[config.mk]
export PLATFORM = sky130hd
export DESIGN_NAME = gpr_xfer_ctrl
export DESIGN_NICKNAME = d
export VERILOG_FILES = /design/src/rtl/gpr_ctrl_pkg.sv /design/src/rtl/gpr_xfer_ctrl.sv
export SDC_FILE = /design/constraint.sdc
export NUM_CORES = 1
export LEC_CHECK = 0
export CORE_MARGIN = 1.5
export CORE_UTILIZATION = 50
export DETAILED_ROUTE_END_ITERATION = 7
export HOLD_SLACK_MARGIN = 0.08
export PLACE_DENSITY = 0.82
export SLEW_MARGIN = 0
export SYNTH_ARGS = -nofsm -noshare
export SYNTH_HDL_FRONTEND = slang
export SYNTH_SLANG_ARGS = --single-unit
[constraint.sdc]
create_clock -name clk -period 4.15 [get_ports clk]
set_input_delay 0.83 -clock clk [delete_from_list [all_inputs] [get_ports clk]]
set_output_delay 0.83 -clock clk [all_outputs]
set_load 0.05 [all_outputs]
[src/rtl/gpr_ctrl_pkg.sv]
// Shared definitions for the general-purpose register transfer sequencer.
package gpr_ctrl_pkg;

    localparam int unsigned REG_IDX_W = 3;
    localparam int unsigned OP_W      = 2;

    typedef enum logic [OP_W-1:0] {
        OP_MOV  = 2'b00,
        OP_LDI  = 2'b01,
        OP_SWAP = 2'b10,
        OP_CLR  = 2'b11
    } opT;

    typedef enum logic [2:0] {
        IDLE = 3'd0,
        T1   = 3'd1,
        T2   = 3'd2,
        T3   = 3'd3,
        FIN  = 3'd4
    } stateT;

endpackage

[src/rtl/gpr_xfer_ctrl.sv]
// Sequences MOV/LDI/SWAP/CLR commands into register-file select/enable strobes,
// one bus transfer per cycle, with registered outputs derived from the next state.
module gpr_xfer_ctrl
    import gpr_ctrl_pkg::*;
#(
    parameter int unsigned SCRATCH = 7,
    parameter int unsigned WIDTH   = 8
) (
    input  logic                 clk,
    input  logic                 rst,
    input  logic                 cmdValid,
    output logic                 cmdReady,
    input  logic [OP_W-1:0]      cmdOp,
    input  logic [REG_IDX_W-1:0] cmdRd,
    input  logic [REG_IDX_W-1:0] cmdRs,
    input  logic [WIDTH-1:0]     cmdImm,
    output logic [REG_IDX_W-1:0] rInSel,
    output logic                 rInEn,
    output logic [REG_IDX_W-1:0] rOutSel,
    output logic                 rOutEn,
    output logic [WIDTH-1:0]     immOut,
    output logic                 immOutEn,
    output logic                 done,
    output logic                 err
);

    localparam logic [REG_IDX_W-1:0] SCR_IDX = REG_IDX_W'(SCRATCH);

    stateT                state, stateNext;
    opT                   opQ, opN;
    logic [REG_IDX_W-1:0] rdQ, rdN, rsQ, rsN;
    logic [WIDTH-1:0]     immQ, immN;
    logic                 rejQ, rejN;
    logic                 accept;

    logic [REG_IDX_W-1:0] inSelN, outSelN;
    logic                 inEnN, outEnN, immEnN, doneN, errN, readyN;
    logic [WIDTH-1:0]     immOutN;

    // Next state, next latched fields and next registered outputs
    always_comb begin
        stateNext = state;
        accept    = (state == IDLE) && cmdValid;
        opN       = opQ;
        rdN       = rdQ;
        rsN       = rsQ;
        immN      = immQ;
        rejN      = rejQ;
        inSelN    = '0;
        outSelN   = '0;
        inEnN     = 1'b0;
        outEnN    = 1'b0;
        immEnN    = 1'b0;
        immOutN   = '0;
        doneN     = 1'b0;
        errN      = 1'b0;
        readyN    = 1'b0;

        if (accept) begin
            opN  = opT'(cmdOp);
            rdN  = cmdRd;
            rsN  = cmdRs;
            immN = cmdImm;
            rejN = (opN == OP_SWAP) && (rdN != rsN) && ((rdN == SCR_IDX) || (rsN == SCR_IDX));
        end

        case (state)
            IDLE: if (accept) begin
                if ((opN == OP_SWAP) && ((rdN == rsN) || rejN)) stateNext = FIN;
                else                                            stateNext = T1;
            end
            T1:      stateNext = (opQ == OP_SWAP) ? T2 : FIN;
            T2:      stateNext = T3;
            T3:      stateNext = FIN;
            FIN:     stateNext = IDLE;
            default: stateNext = IDLE;
        endcase

        // SWAP routes rd -> scratch -> ... so the first transfer depends on the opcode
        case (stateNext)
            IDLE: readyN = 1'b1;
            T1: begin
                inEnN = 1'b1;
                case (opN)
                    OP_SWAP: begin inSelN = SCR_IDX; outSelN = rdN; outEnN = 1'b1; end
                    OP_MOV:  begin inSelN = rdN;     outSelN = rsN; outEnN = 1'b1; end
                    OP_LDI:  begin inSelN = rdN;     immEnN = 1'b1; immOutN = immN; end
                    default: begin inSelN = rdN;     immEnN = 1'b1; immOutN = '0;   end
                endcase
            end
            T2: begin inEnN = 1'b1; inSelN = rdN; outSelN = rsN;     outEnN = 1'b1; end
            T3: begin inEnN = 1'b1; inSelN = rsN; outSelN = SCR_IDX; outEnN = 1'b1; end
            FIN: begin doneN = 1'b1; errN = rejN; end
            default: readyN = 1'b0;
        endcase
    end

    always_ff @(posedge clk or posedge rst) begin
        if (rst) begin
            state <= IDLE;
            opQ   <= OP_MOV;
            rdQ   <= '0;
            rsQ   <= '0;
            immQ  <= '0;
            rejQ  <= 1'b0;
        end else begin
            state <= stateNext;
            opQ   <= opN;
            rdQ   <= rdN;
            rsQ   <= rsN;
            immQ  <= immN;
            rejQ  <= rejN;
        end
    end

    always_ff @(posedge clk or posedge rst) begin
        if (rst) begin
            cmdReady <= 1'b1;
            rInSel   <= '0;
            rInEn    <= 1'b0;
            rOutSel  <= '0;
            rOutEn   <= 1'b0;
            immOut   <= '0;
            immOutEn <= 1'b0;
            done     <= 1'b0;
            err      <= 1'b0;
        end else begin
            cmdReady <= readyN;
            rInSel   <= inSelN;
            rInEn    <= inEnN;
            rOutSel  <= outSelN;
            rOutEn   <= outEnN;
            immOut   <= immOutN;
            immOutEn <= immEnN;
            done     <= doneN;
            err      <= errN;
        end
    end

endmodule

==> impl_metrics.csv <==
group,metric,value,unit
routing,wire_per_inst,15.33,um
synth,syn_nets,160,
worst_setup_path,startpoint,"cmdValid",
die,io_pins,39,
synth,ys_warn_count,0,
clocking,cts_tree,"yes",
routing,firstDrtPassIters,4,
synth,synthXorXnorAreaFrac,1.188,%
synth,synth-seq-cells,32,
synth,synth_mux_area_share,1.019,%
synth,synth_compound_area_share,13.07,%
timing,slew_viol_final,0,
routing,vias,1208,
clocking,cts_buffer_depth,2,
clocking,post_cts.repair.setup_buffers,0,
clocking,numClockSinks,32,
power,ir_drop,0.0005139,V
clocking,ctsHoldBuffers,0,
synth,synth_flop_cell,"dfrtp_1",
job,cap_viol_max_count,0,
worst_setup_path,path_class,"input port to flip-flop",
timing,setup_viol,0,
timing,fmax,374.5,MHz
timing,setup_tns,0,ns
timing,slew_headroom,26.23,%
clocking,cts_max_level,2,
die,fp.dieArea,3283,um2
worst_setup_path,r2r-start,"state[1]",
die,core,2781,um2
timing,period_needed,2.671,ns
timing,fin_skew,0.006580,ns
synth,netlist_area,1474,um2
clocking,cts_resized,0,
synth,syn_avg_cell_area,10.45,um2
worst_setup_path,arrival,2.88,ns
clocking,cts.reportedPaths.clkPinSlew,0.09,ns
worst_hold_path,min_path_type,"flip-flop to flip-flop",
place,gp_congestion,0.8992,
synth,synth.top_cells.by_count,"dfrtp_1 (31), nand2_1 (28), nor4b_1 (8)",
power,cellLeakagePower,0.0008105,uW
grt,grt_max_degree,33,
die,fp.dieH,57.30,um
worst_setup_path,cp_slowest_cell,"or4b_1",
worst_setup_path,path_max_fanout,25,
synth,async_flop_share,100.0,%
power,p_per_area,622.6,nW/um2
worst_setup_path,slowest_delay,0.85,ns
timing,rsz0062_at_grt,"no",
worst_setup_path,crit_chain,"clkdlybuf4s50_1, or4b_1, nor3_2, a221oi_1, o31ai_1",
worst_setup_path,crit_family,"simple AND/OR/NAND/NOR gates",
die,start_util,52.99,%
final_layout,nets,195,
final_layout,area_growth,28.01,%
timing,worst_slew_pin_slew,1.105,ns
clocking,cts_root_buf,"clkbuf_4",
place,portBuffers,38,
synth,synth_area_leader_cell,"dfrtp_1",
power,p_total,1175,uW
synth,synth_edf_count,0,
clocking,numCtsBuffers,5,
grt,grt_pass1_vias,1143,
synth,synthAdderAreaFrac,0,%
grt,antenna_found_initial,0,
routing,vias_per_cell,5.808,
routing,wirelength,3188,um
synth,synthSimpleGateAreaFrac,24.96,%
worst_setup_path,end_kind,"flip-flop",
worst_setup_path,start_kind,"input port",
synth,synth.distinct_cells,38,
synth,ys_seq_area_share,54.41,%
timing,fin_crit_sh,64.35,%
clocking,clock_latency,0.32,ns
die,fp-row-count,19,
synth,yosysMostFrequentCell,"dfrtp_1",
synth,syn_inst,141,
synth,synth_top_area_share,52.63,%
grt,grt_pass1_wl,5237,um
grt,grt_overflow,0,
routing,drcViolationCount,0,
worst_hold_path,min_from,"opQ[1]",
status,status,"completed",
routing,drt-initial-drc-count,61,
worst_setup_path,crit_buf_inv,1,
synth,synth_top_family_by_area,"simple AND/OR/NAND/NOR gates",
die,die_w,57.30,um
grt,track_usage,21.21,%
routing,antenna_left,0,
timing,hold_viol_final,0,
worst_setup_path,cp_data_required_time,4.36,ns
final_layout,drive_gt1_share,8.475,%
synth,ys_top_cells_by_area,"dfrtp_1 (53%), nand2_1 (7.1%), nor4b_1 (4.8%), nand3_1 (2.0%), o21ai_0 (2.0%)",
final_layout,antenna_cells,0,
## final cells by class
cell class | instances | area, um2
Timing Repair Buffer | 38 | 380.4
Fill cell | 221 | 894.6
Clock inverter | 1 | 5.005
Inverter | 6 | 22.52
Sequential cell | 32 | 802.0
Tap cell | 31 | 38.79
Multi-Input combinational cell | 93 | 593.1
Clock buffer | 7 | 45.04
## routing by layer
metal / up-vias / part of all wire (%) / track usage (%)
met5: - / 0 / 0
li1: 572 / - / -
met2: 52 / 52 / 34.15
met4: 0 / 0.88 / 7.973
met3: 2 / 7.4 / 4.989
met1: 582 / 40 / 28.12
## cells by family (layout without fill, tap and decap cells)
logic type | after synthesis | count (layout)
AOI/OAI and AO/OA | 27 | 27
xor gates and xnor gates | 2 | 2
buffers and inverters | 16 | 52
DFF | 32 | 32
muxes | 1 | 1
and+or+nand+nor | 63 | 63
## cells in the final DEF, fill, tap and decap left out, types with 3 or more instances in the layout
cell type / netlist / final
clkdlybuf4s50_1: 0 / 38
nor2_1: 4 / 4
nand3_1: 6 / 6
o21ai_0: 6 / 6
nand2_1: 28 / 28
o211ai_1: 4 / 4
inv_1: 6 / 6
nor4b_1: 8 / 8
o31ai_1: 3 / 3
clkbuf_4: 0 / 5
dfrtp_1: 31 / 31
## power by group
| group | switching [uW] | internal, uW | leakage (uW) |
|---|---|---|---|
| clock network | 96.3 | 65.9 | 0.0000293 |
| logic | 347 | 191 | 0.000362 |
| registers | 61.5 | 413 | 0.000419 |
## stage by stage
step	hold WS, ns	utilization, %	setup WS, ns	cell area [um2]	instances
finish	0.4924	67.84	1.479	1887	208
global route	0.5108	67.84	1.262	1887	208
CTS	0.4939	67.84	1.504	1887	208
detailed placement	0.4708	66.04	1.180	1837	200
global placement	0.4544	66.04	1.210	1837	200
floorplan	0.4376	-	2.164	1474	141
## tightest hold or removal path: stages, from the launching register on
cell and delay, ns:
dfrtp_1 0.34, nand2_1 0.06, nand2_1 0.06
## state kept, by name, indices dropped and copies added (netlist names), 2 cells and up
signal,flops
immOut,8
rInSel,3
rOutSel,3
rdQ,3
rsQ,3
state,3
opQ,2
## final timing paths
path / end / slack [ns] / depth (start not counted)
max in group asynchronous: rOutSel[1] / 2.40 / 2
max reg2reg: rOutSel[0] / 1.94 / 4
min reg2reg: opQ[1] / 0.49 / 2
min in group asynchronous: immOut[0] / 1.08 / 2
max: rOutSel[0] / 1.48 / 5
min: opQ[1] / 0.49 / 2
Power figures use the tool's default switching activity.
